### src/rtl/pipe_pkg.sv
// Shared definitions for the core's inter-stage pipeline registers:
// occupancy state encoding, default per-stage widths and control layouts.
package pipe_pkg;

    // Occupancy state of a pipeline stage register
    typedef enum logic [1:0] {
        EMPTY = 2'd0,
        ONE   = 2'd1,
        TWO   = 2'd2
    } pipe_state_e;

    // ID/EX control: what the execute, memory and writeback stages need
    typedef struct packed {
        logic       reg_write;
        logic       mem_read;
        logic       mem_write;
        logic       branch;
        logic       alu_src;
        logic [2:0] alu_op;
    } id_ex_ctrl_t;

    // EX/MEM control: memory access plus what writeback still needs
    typedef struct packed {
        logic       reg_write;
        logic       mem_read;
        logic       mem_write;
        logic       mem_to_reg;
        logic [2:0] mem_funct3;
        logic       branch_taken;
    } ex_mem_ctrl_t;

    // MEM/WB control: writeback selection only
    typedef struct packed {
        logic       reg_write;
        logic       mem_to_reg;
        logic [1:0] wb_sel;
    } mem_wb_ctrl_t;

    // IF/ID carries {pc, instr}; the only control bit is the predictor's guess
    localparam int unsigned IF_ID_DATA_W  = 64;
    localparam int unsigned IF_ID_CTRL_W  = 1;
    // {pc, rs1_val, rs2_val, imm, rs1, rs2, rd}
    localparam int unsigned ID_EX_DATA_W  = 143;
    localparam int unsigned ID_EX_CTRL_W  = $bits(id_ex_ctrl_t);
    // {alu_result, rs2_val, rd}
    localparam int unsigned EX_MEM_DATA_W = 69;
    localparam int unsigned EX_MEM_CTRL_W = $bits(ex_mem_ctrl_t);
    // {mem_data, alu_result, rd}
    localparam int unsigned MEM_WB_DATA_W = 69;
    localparam int unsigned MEM_WB_CTRL_W = $bits(mem_wb_ctrl_t);

endpackage

### src/rtl/pipe_slot.sv
// One pipeline-stage storage slot holding {valid, data, ctrl}.
// Ports: clk, rst_n (async active-low), load (capture load_data/load_ctrl,
// set valid), clear (drop entry; wins over load), valid/data/ctrl outputs.
// ctrl is zeroed whenever the slot is invalid; data may stay stale.
module pipe_slot #(
    parameter int unsigned DATA_W = 64,
    parameter int unsigned CTRL_W = 8
) (
    input  logic              clk,
    input  logic              rst_n,
    input  logic              load,
    input  logic              clear,
    input  logic [DATA_W-1:0] load_data,
    input  logic [CTRL_W-1:0] load_ctrl,
    output logic              valid,
    output logic [DATA_W-1:0] data,
    output logic [CTRL_W-1:0] ctrl
);

    // Valid and ctrl always move together so an empty slot reads as a NOP
    always_ff @(posedge clk or negedge rst_n) begin
        if (!rst_n) begin
            valid <= 1'b0;
            data  <= '0;
            ctrl  <= '0;
        end else if (clear) begin
            valid <= 1'b0;
            ctrl  <= '0;
        end else if (load) begin
            valid <= 1'b1;
            data  <= load_data;
            ctrl  <= load_ctrl;
        end
    end

endmodule

### src/rtl/pipe_stage_reg.sv
// Pipeline stage register with a two-entry skid buffer.
// Ports: clk, reset (async active-low), flush (sync kill of held entries),
// in_valid/in_ready/in_data/in_ctrl upstream handshake, out_valid/out_ready/
// out_data/out_ctrl downstream handshake, occupancy (entries held, 0..2).
// in_ready and out_valid decode the state register only, so neither side
// sees a combinational path from the other.
module pipe_stage_reg #(
    parameter int unsigned DATA_W = 64,
    parameter int unsigned CTRL_W = 8
) (
    input  logic              clk,
    input  logic              reset,
    input  logic              flush,
    input  logic              in_valid,
    output logic              in_ready,
    input  logic [DATA_W-1:0] in_data,
    input  logic [CTRL_W-1:0] in_ctrl,
    output logic              out_valid,
    input  logic              out_ready,
    output logic [DATA_W-1:0] out_data,
    output logic [CTRL_W-1:0] out_ctrl,
    output logic [1:0]        occupancy
);
    import pipe_pkg::*;

    pipe_state_e state;
    pipe_state_e state_next;

    logic              main_load;
    logic              main_clear;
    logic              main_from_skid;
    logic              skid_load;
    logic              skid_clear;
    logic              main_valid;
    logic [DATA_W-1:0] main_data;
    logic [CTRL_W-1:0] main_ctrl;
    logic              skid_valid;
    logic [DATA_W-1:0] skid_data;
    logic [CTRL_W-1:0] skid_ctrl;
    logic [DATA_W-1:0] main_load_data;
    logic [CTRL_W-1:0] main_load_ctrl;
    logic              in_fire;
    logic              out_fire;

    // Handshake decode from the state register
    assign in_ready  = (state != TWO);
    assign out_valid = main_valid;
    assign out_data  = main_data;
    assign out_ctrl  = main_ctrl;
    assign in_fire   = in_valid & in_ready;
    assign out_fire  = out_valid & out_ready;

    always_comb begin
        occupancy = 2'd0;
        case (state)
            ONE:     occupancy = 2'd1;
            TWO:     occupancy = 2'd2;
            default: occupancy = 2'd0;
        endcase
    end

    // State register
    always_ff @(posedge clk or negedge reset) begin
        if (!reset) begin
            state <= EMPTY;
        end else begin
            state <= state_next;
        end
    end

    // Next state and slot steering; flush overrides every transition
    always_comb begin
        state_next     = state;
        main_load      = 1'b0;
        main_clear     = 1'b0;
        main_from_skid = 1'b0;
        skid_load      = 1'b0;
        skid_clear     = 1'b0;
        if (flush) begin
            state_next = EMPTY;
            main_clear = 1'b1;
            skid_clear = 1'b1;
        end else begin
            case (state)
                EMPTY: begin
                    if (in_fire) begin
                        main_load  = 1'b1;
                        state_next = ONE;
                    end
                end
                ONE: begin
                    if (in_fire && out_fire) begin
                        main_load = 1'b1;
                    end else if (in_fire) begin
                        skid_load  = 1'b1;
                        state_next = TWO;
                    end else if (out_fire) begin
                        main_clear = 1'b1;
                        state_next = EMPTY;
                    end
                end
                TWO: begin
                    // Skid entry is older than anything upstream; promote it
                    if (out_fire) begin
                        main_load      = 1'b1;
                        main_from_skid = 1'b1;
                        skid_clear     = 1'b1;
                        state_next     = ONE;
                    end
                end
                default: begin
                    state_next = EMPTY;
                    main_clear = 1'b1;
                    skid_clear = 1'b1;
                end
            endcase
        end
    end

    assign main_load_data = main_from_skid ? skid_data : in_data;
    assign main_load_ctrl = main_from_skid ? skid_ctrl : in_ctrl;

    pipe_slot #(
        .DATA_W (DATA_W),
        .CTRL_W (CTRL_W)
    ) u_main (
        .clk       (clk),
        .rst_n     (reset),
        .load      (main_load),
        .clear     (main_clear),
        .load_data (main_load_data),
        .load_ctrl (main_load_ctrl),
        .valid     (main_valid),
        .data      (main_data),
        .ctrl      (main_ctrl)
    );

    pipe_slot #(
        .DATA_W (DATA_W),
        .CTRL_W (CTRL_W)
    ) u_skid (
        .clk       (clk),
        .rst_n     (reset),
        .load      (skid_load),
        .clear     (skid_clear),
        .load_data (in_data),
        .load_ctrl (in_ctrl),
        .valid     (skid_valid),
        .data      (skid_data),
        .ctrl      (skid_ctrl)
    );

    // skid_valid mirrors state == TWO; kept for debug visibility only
    logic unused_ok;
    assign unused_ok = skid_valid;

endmodule

### config.mk
export PLATFORM = sky130hd
export DESIGN_NAME = pipe_stage_reg
export DESIGN_NICKNAME = d
export VERILOG_FILES = /design/src/rtl/pipe_pkg.sv /design/src/rtl/pipe_slot.sv /design/src/rtl/pipe_stage_reg.sv
export SDC_FILE = /design/constraint.sdc
export NUM_CORES = 1
export LEC_CHECK = 0
export BUFFER_PORTS_ARGS = -buffer_cell sky130_fd_sc_hd__buf_2
export CAP_MARGIN = 20
export CORE_ASPECT_RATIO = 1.5
export CORE_UTILIZATION = 35
export CTS_CLUSTER_DIAMETER = 150
export DETAILED_ROUTE_END_ITERATION = 10
export PLACE_DENSITY = 0.53
export SKIP_CTS_REPAIR_TIMING = 1
export SYNTH_ARGS = -nofsm -noshare
export SYNTH_HDL_FRONTEND = slang
export SYNTH_SLANG_ARGS = --single-unit
### constraint.sdc
create_clock -name clk -period 4.9 [get_ports clk]
set_input_delay 0.735 -clock clk [delete_from_list [all_inputs] [get_ports clk]]
set_output_delay 0.735 -clock clk [all_outputs]
set_load 0.1 [all_outputs]
After elaboration in Yosys (flattened, before gate mapping)

Cells that the tools add are included.
Widths: inputs -> output; s select.

Register bits after elaboration: 147
Input bits: 77
Output and inout port bits: 76
Word-level logic and storage cells: 58

Equal/unequal tests: 7
Muxes and demuxes: 32
Bitwise gates (word level): 4
Reduce and logical (&&, ||, !) cells: 9

Operator list:

| kind               | count |
|---|---|
| $mux 64            | 1 |
| $mux 8             | 5 |
| $mux 1             | 15 |
| $mux 2             | 6 |
| $ne 3x3->1 const B | 3 |
| $pmux 2 s3         | 1 |
| $ne 4x4->1 const B | 1 |
| $pmux 1 s2         | 2 |
| $pmux 2 s2         | 1 |
| $reduce_and 2->1   | 2 |
| $reduce_and 4->1   | 1 |
| $reduce_bool 2->1  | 2 |
| $reduce_or 2->1    | 2 |
| $pmux 1 s3         | 1 |
| $and 1x1->1        | 2 |
| $eq 2x1->1 const B | 1 |
| $eq 2x2->1 const B | 1 |
| $logic_not 2->1    | 1 |
| $ne 2x2->1 const B | 1 |
| $not 1->1          | 2 |
| $logic_and 1x1->1  | 1 |

Logic depth before layout (Yosys ltp)

Gate-level depths: netlist of run 1.

Word-level depth: 8
Gate-level depth with buffers: 7
Gate-level depth less buffers: 4

By module

A second synthesis of run 1 with hierarchy kept.

Cell total of the unflattened synthesis: 434
Area total of the unflattened synthesis: 7,223.2 µm²

Modules (own cells, without submodules):

| module         | instances | cells each | area each (µm²) | sequential area each (µm²) |
|---|---|---|---|---|
| pipe_slot      | 2         | 165        | 3,066.7         | 1,826.8 |
| pipe_stage_reg | 1         | 104        | 1,089.8         | 50.0 |

Worst setup path before layout of run 1

No wires, ideal clock.

Path type: register to output
Start point: reg state[0]
End point: out occupancy[1]
Arrival time: 1,973 ps
Data required time: 4,165 ps
Slack: 2,192 ps
Cell stages (with the launch flop): 3
Path buffers: 0
Path through: dfrtp_1 > nand2b_1 > inv_1

Cells in the longest elaborated chain, start to end: 2
Elaborated cells between the ends (all ways): 3
Classes of those cells: eq/ne (2); mux (1)

RTL lines:

| what                                     | line                 | source |
|---|---|---|
| from (decl)                              | pipe_stage_reg.sv:26 | `pipe_state_e state;` |
| from (signal assigned)                   | pipe_stage_reg.sv:67 | `state <= state_next;` |
| $eq 2x2->1 or $eq 2x1->1 (tied branches) | pipe_stage_reg.sv:55 | `case (state)` |
| $pmux 2 s2 (*)                           | pipe_stage_reg.sv:55 |  |
| to (decl)                                | pipe_stage_reg.sv:22 | `output logic [1:0] occupancy` |

Every way passes the cells marked *; elsewhere a longest branch is shown, timed or not.

Worst setup path in the final report of run 1

Start point: reg state[0]
End point: reg u_main.ctrl[5]

Cells in the longest elaborated chain, start to end: 7
Elaborated cells between the ends (all ways): 21
Classes of those cells: eq/ne (3); mux (13); bitwise (1); reduce/logical (4)

RTL lines:

| what                                        | line                                       | source |
|---|---|---|
| $ne 2x2->1                                  | pipe_stage_reg.sv:46                       | `assign in_ready = (state != TWO);` |
| $and 1x1->1                                 | pipe_stage_reg.sv:50                       | `assign in_fire = in_valid & in_ready;` |
| $mux 1 or $logic_and 1x1->1 (tied branches) | pipe_stage_reg.sv:94, pipe_stage_reg.sv:92 |  |
| $mux 1                                      | pipe_stage_reg.sv:92                       | `if (in_fire && out_fire) begin` |
| $pmux 1 s2 or $pmux 1 s3 (tied branches)    | pipe_stage_reg.sv:84                       | `case (state)` |
| $mux 1                                      | pipe_stage_reg.sv:79                       | `if (flush) begin` |
| $mux 8 or $reduce_bool 2->1 (tied branches) | n/a                                        |  |
| to (signal assigned)                        | pipe_slot.sv:32                            | `ctrl <= load_ctrl;` |
| to (decl)                                   | pipe_slot.sv:17                            | `output logic [CTRL_W-1:0] ctrl` |

Several ways; a longest one is shown, not always the timed one. The select of a mux whose other input is x is not followed.
A chain may end at the register's enable or synchronous reset.

==> summary.txt, run 1 <==
Final layout
  • Share of layout cells above drive strength 1: 41.0%
  • Synth-to-Final Area Change: 22.7%
  • NumNets Final: ~700
  • FILL cells: 1634

Pwr
  • Clock share of power: between 20% and 30%
  • P_leak: 0.00336 uW
  • Sw Pwr: 1930 uW
  • Pwr Density: 602 nW/um^2
  • Gate power share: 35.0%
  • VDD IR max: 0.289 mV
  • Flop pwr share: between 30% and 40%
  • Sw Ratio: 41.5%
  • Power Total: roughly 4600 uW
  • Internal: 2720 uW

STA
  • Least-Margin Pin Slew: about 1100 ps
  • Count of pins over their slew limit: 0
  • RSZ-0062 raised after global routing: false
  • Final period utilization: approximately half
  • Clock Skew: just over 6 ps
  • Final Hold Vio Count: 0
  • Setup violators final: 0
  • Min Tclk post-route: ~2400 ps
  • Slew HR: 27.2%
  • Maximum clock rate: around 0.42 GHz
  • TNS Setup: 0 ps

Clock tree
  • CTS sink count: 147
  • CTS buffer count: 17
  • CTS root buf: clkbuf_16
  • Htree depth: 4
  • CTS Buffer Depth: 2
  • CTS tree: yes
  • Clock Pin Slew Worst Setup and Hold Paths: 60 ps
  • Skew-Pair Late Insertion Delay: 410 ps

Worst setup path
  • Critical Path Source: state[0]
  • Crit path DAT: approximately 2700 ps
  • R2R setup slack: 2490 ps
  • WP data required: 5200 ps
  • Worst r2r dst: u_main.ctrl[5]
  • Worst-path maximum fanout: 34
  • End point of the critical path: u_main.ctrl[5]
  • R2R Path Start: state[0]
  • Register-to-Register Path Depth: 5
  • CP endpoint kind: flip-flop
  • CP Class: reg -> reg
  • Worst setup SP type: flip-flop

Synthesis
  • Post-synth cell types: 26
  • Mapped Nets: 564
  • Synth area leader: dfrtp_1
  • #FFs+latches synth: roughly 150
  • Avg Cell Area, Syn: 12.9 um^2
  • Synth area leaders: dfrtp_1 (59%), mux2_2 (13%), mux2i_1 (10%)
  • Synth top area share: roughly three fifths
  • Cell count after synthesis: 487
  • Register area share after synthesis: 58.5%
  • Ys Warns: 0
  • Synth Cell Area: 6290 um^2

Placed design
  • Hpwl dp: 8.82 mm
  • PortBufs: 152
  • GPL Wtd Cong: 0.760

Outcome
  • Status: finished, violations left
  • Failing checks: design-rule violations

Route
  • Vias: 4198
  • Per-cell routed wire length: 15.6 um
  • DRC Markers: 20
  • First DRT Iteration DRCs: around 240
  • Vias per Instance: 4.90
  • WL final: around 13 mm
  • Pre-antenna DRT Iters: 10
  • Antenna Nets Post-Route: 0

Global routing
  • Via count of the first global-routing pass: 4339
  • GRT overflow: 0
  • Initial antenna violation count: 1
  • Pin count of the biggest net entering global routing: 80
  • Total GRT Usage: between 10% and 20%
  • First-pass GRT wire length: 21.9 mm

Worst hold path
  • Hold Path Class: in -> async

Die
  • Die W: roughly 110 um
  • Die span in y: 166 um
  • Initial Util: 35.9%
  • Die area: between 15000 and 20000 um^2
  • Core area: 17500 um^2
  • Ports: 153
  • Site row count: 59

Job
  • Max-cap violations: 0
-- registers in the layout (all words and copies together) (netlist names) --
name and cells:
u_main.data 64, u_skid.data 64, u_main.ctrl 8, u_skid.ctrl 8, state 2, u_main.valid 1
-- cell usage after synthesis --
library cell / instances
o21bai_1: 1
a31oi_1: 2
nor2_4: 1
inv_1: 1
or3b_1: 1
nor2b_1: 2
nand3b_1: 2
a211o_1: 1
and2_1: 1
mux2_2: 72
o21ba_2: 1
nand2_1: 3
a22o_1: 16
buf_2: 18
buf_12: 6
buf_8: 1
buf_4: 6
a21oi_1: 67
a21o_1: 2
nand4b_1: 2
buf_1: 1
dfrtp_1: 147
nand2b_1: 2
nor2_1: 66
and3_1: 1
mux2i_1: 64
-- worst min-delay path by stage --
stage                               from         endpoint  slack [ps]  cells past startpoint
after floorplan                    reset         state[0]         440                      0
after global placement    u_skid.ctrl[0]   u_skid.ctrl[0]         480                      1
after detailed placement  u_skid.ctrl[0]   u_skid.ctrl[0]         480                      1
after CTS                          reset   u_main.ctrl[4]         370                      1
after global routing               reset  u_main.data[62]         400                      1
final                              reset     u_main.valid         330                      1
-- critical path, stage by stage, from the launching register on --
cell and delay (ps):
dfrtp_1 450, nand4b_1 360, nor2_4 590, buf_12 330
mux2_2 360, a22o_1 190
-- layer usage --
layer,share of wire [%],GRT usage (%),vias up
met5,0,0,-
met4,2.6,7.64,0
met3,4.7,3.80,23
met2,50,25.6,105
met1,43,18.2,2062
li1,-,-,2008
-- final cells by class --
cell class                 instances  area, um^2  share of cell area [%]
clock inverter                    10         135                    1.75
inverter                           1        3.75                  0.0487
multi-input combinational        307        2350                    30.5
clock buffer                      19         453                    5.87
antenna                            1        2.50                  0.0324
tap                              213         267                    3.45
sequential                       147        3680                    47.7
timing repair buffer             158         825                    10.7
-- metrics by stage --
step                worst slack (ps)  cells  utilization (%)  cell area [um^2]  hold slack [ps]
global placement                2200    826             40.7              7120              478
detailed placement              2160    826             40.7              7120              476
finish                          2490    856             44.1              7710              329
CTS                             2470    855             44.1              7710              366
global route                    2340    856             44.1              7710              396
floorplan                       2190    487                -              6290              439
-- cell usage in the layout (no fill, tap or decap), types with 2 or more instances in the layout --
cell type,n
clkinv_4,2
a21o_1,2
bufinv_16,3
mux2_2,72
clkinv_2,4
mux2i_1,64
clkbuf_8,2
buf_4,5
dfrtp_1,147
a22o_1,16
nor2_1,66
buf_2,151
nand2_1,3
nand2b_1,2
nand4b_1,2
clkbuf_16,17
nand3b_1,2
nor2b_1,2
a21oi_1,67
-- kinds of logic (layout without fill, tap and decap cells) --
kind of cell,count (synthesis),after routing,share of synthesized area [%]
compound gates,90,90,8.42
buf+inv,33,188,4.42
flops,147,147,58.5
mux,136,136,23.1
other cells,0,1,0
simple gates,81,81,5.55
-- power by group through the flow --
stage | combinational [uW] | sequential (uW) | clock (uW)
CTS | 1640 | 1720 | 1340
floorplan | 386 | 2670 | 0
detailed placement | 1640 | 1740 | 0
global route | 1700 | 1770 | 1390
global placement | 1620 | 1730 | 0
finish | 1620 | 1720 | 1300
Note: power is estimated with default switching activity, not from simulation.
==> run 2: changes to the inputs <==
--- a/config.mk
+++ b/config.mk
@@ -11,7 +11,7 @@
 export CORE_UTILIZATION = 35
 export CTS_CLUSTER_DIAMETER = 150
 export DETAILED_ROUTE_END_ITERATION = 10
-export PLACE_DENSITY = 0.53
+export PLACE_DENSITY = 0.55
 export SKIP_CTS_REPAIR_TIMING = 1
 export SYNTH_ARGS = -nofsm -noshare
 export SYNTH_HDL_FRONTEND = slang
==> constraint.sdc (replaced) <==
create_clock -name clk -period 2.01 [get_ports clk]
set_input_delay 0.3015 -clock clk [delete_from_list [all_inputs] [get_ports clk]]
set_output_delay 0.3015 -clock clk [all_outputs]
set_load 0.1 [all_outputs]
==> summary.txt, run 2 (synthesis gave the netlist of run 1 again) <==
Worst setup path
  • Worst r2r dst: u_skid.data[49]
  • Max stage delay on crit path: 460 ps
  • Worst setup SP type: flip-flop
  • R2R setup slack: 130 ps
  • Worst path depth: 3
  • R2R Path Start: state[1]
  • WP data required: 1710 ps
  • Worst-path cell chain: nand2b_2 -> inv_1 -> buf_2
  • CP endpoint kind: primary output
  • Crit-path slowest cell: dfrtp_1
  • Register-to-Register Path Depth: 5
  • WP buf/inv: 2
  • CP delay by family, top: buffers and inverters
  • CP Class: reg -> out
  • Worst-path maximum fanout: 9
  • Crit path DAT: 1610 ps

Global routing
  • Via count of the first global-routing pass: 4515
  • Initial antenna violation count: 0
  • GRT overflow: 0
  • Total GRT Usage: 15.6%
  • Pin count of the biggest net entering global routing: 83
  • First-pass GRT wire length: 22.6 mm

Pwr
  • Internal: 6880 uW
  • Flop pwr share: between 30 and 40%
  • Pwr Density: 1470 nW/um^2
  • VDD IR max: 0.821 mV
  • Sw Pwr: 4790 uW
  • Gate power share: between 30% and 40%
  • Clock share of power: 29.9%
  • P_leak: about 0.0035 uW
  • Sw Ratio: about two fifths

Final layout
  • Reg area: around 3700 um^2
  • Synth-to-Final Area Change: 26.6%
  • NumNets Final: 718
  • Area of the multi-input gates: 2360 um^2
  • FILL cells: 1626
  • Share of layout cells above drive strength 1: 42.4%
  • Most frequent cells in the layout: buf_2 (151), dfrtp_1 (146), mux2_2 (72), a21oi_1 (67), nor2_1 (66)
  • Largest registers: u_main.data (64), u_skid.data (64)
  • Final Instance Area: 7960 um^2
  • Commonest non-fill, non-tap cell in the layout: buf_2
  • Ant diodes: 0

STA
  • Count of pins over their slew limit: 0
  • Maximum clock rate: 0.523 GHz
  • Clock Skew: 7.52 ps
  • Slew HR: 66.1%
  • Min Tclk post-route: 1910 ps
  • Final period utilization: 95.1%
  • Setup violators final: 0
  • Final Hold Vio Count: 0
  • RSZ-0062 raised after global routing: false
  • Least-Margin Pin Slew: 512 ps
  • Worst hold slack: between 100 and 150 ps
  • TNS Setup: 0 ps

Clock tree
  • CTS tree: yes
  • CTS root buf: clkbuf_16
  • CTS Buffer Depth: 2
  • Clock Pin Slew Worst Setup and Hold Paths: 60 ps
  • CTS buffer count: 17
  • Htree depth: 4
  • CTS sink count: 147
  • Skew-Pair Late Insertion Delay: 420 ps

Route
  • First DRT Iteration DRCs: about 150
  • WL final: 13.5 mm
  • Antenna Nets Post-Route: 0
  • Vias: 4313
  • Pre-antenna DRT Iters: 7
  • Per-cell routed wire length: roughly 16 um
  • DRC Markers: 26
  • Vias per Instance: 4.97

Placed design
  • PortBufs: 152
  • Placed Area: 7290 um^2
  • Hpwl dp: 9.14 mm
  • GPL Wtd Cong: 0.698

Outcome
  • Failing checks: design-rule violations
  • Status: finished, violations left

Die
  • Die W: approximately 110 um
  • Site row count: 59
  • Ports: 153
  • Initial Util: between 30% and 40%
  • Die span in y: roughly 170 um
  • Die area: 18500 um^2
  • Core area: 17500 um^2

Worst hold path
  • Hold Path Class: in -> reg
  • Hold Path End: u_skid.ctrl[2]
  • Beginning of the worst hold path: in_ctrl[2]
  • Hold path depth: 2

Job
  • Max-cap violations: 0
-- run 2: changes by cell type in the layout (fill, tap and decap cells not counted), moves of 2 or more --
cell       before  now
bufinv_16       3    5
inv_6           0    3
buf_12          1    9
clkbuf_8        2    0
-- run 2: stage by stage --
stage	utilization, %	instances	total power (uW)	setup WS [ps]
2_1_floorplan	-	487	7460	25.0
3_3_place_gp	41.7	834	8170	205
3_5_place_dp	41.7	834	8270	146
4_1_cts	45.4	866	11800	74.2
5_1_grt	45.5	867	12200	17.7
6_report	45.5	867	11700	98.5
-- run 2: how the worst max path moves through the flow --
stage                       to  slack [ps]    startpoint
2_1_floorplan   u_skid.data[0]          20  u_main.valid
6_report          occupancy[1]         100      state[0]
3_3_place_gp    u_main.data[3]         210      state[0]
4_1_cts           occupancy[1]          70      state[0]
5_1_grt           occupancy[1]          20      state[0]
3_5_place_dp   u_skid.data[49]         150      state[1]
-- run 2: worst register-to-register path, delay by kind of cell, from the launching register on --
family | cells | cell delay (ps)
simple gates | 2 | 490
flops | 1 | 450
buf+inv | 2 | 420
mux | 1 | 400
-- run 2: final cells by class --
cell class	count	area share, %
clock buffers	17	5.35
clock inverters	15	2.85
repair buffers	167	12.5
flip-flops and latches	147	46.2
inverters	1	0.0472
well taps	213	3.35
multi-input cells	307	29.7
-- run 2: metal layers --
layer / vias to the layer above / part of all wire, % / GRT usage (%)
met4: 0 / 2.1 / 7.17
met3: 22 / 4.9 / 4.34
met2: 119 / 52 / 27.2
met5: - / 0 / 0
li1: 2033 / - / -
met1: 2139 / 41 / 17.7
-- run 2: power groups by stage --
| stage | sequential, uW | combinational (uW) | clock (uW) |
|---|---|---|---|
| after floorplan | 6520 | 945 | 0 |
| after global placement | 4200 | 3980 | 0 |
| after detailed placement | 4240 | 4030 | 0 |
| after CTS | 4200 | 4030 | 3580 |
| after global routing | 4300 | 4180 | 3710 |
| final | 4180 | 4000 | 3490 |
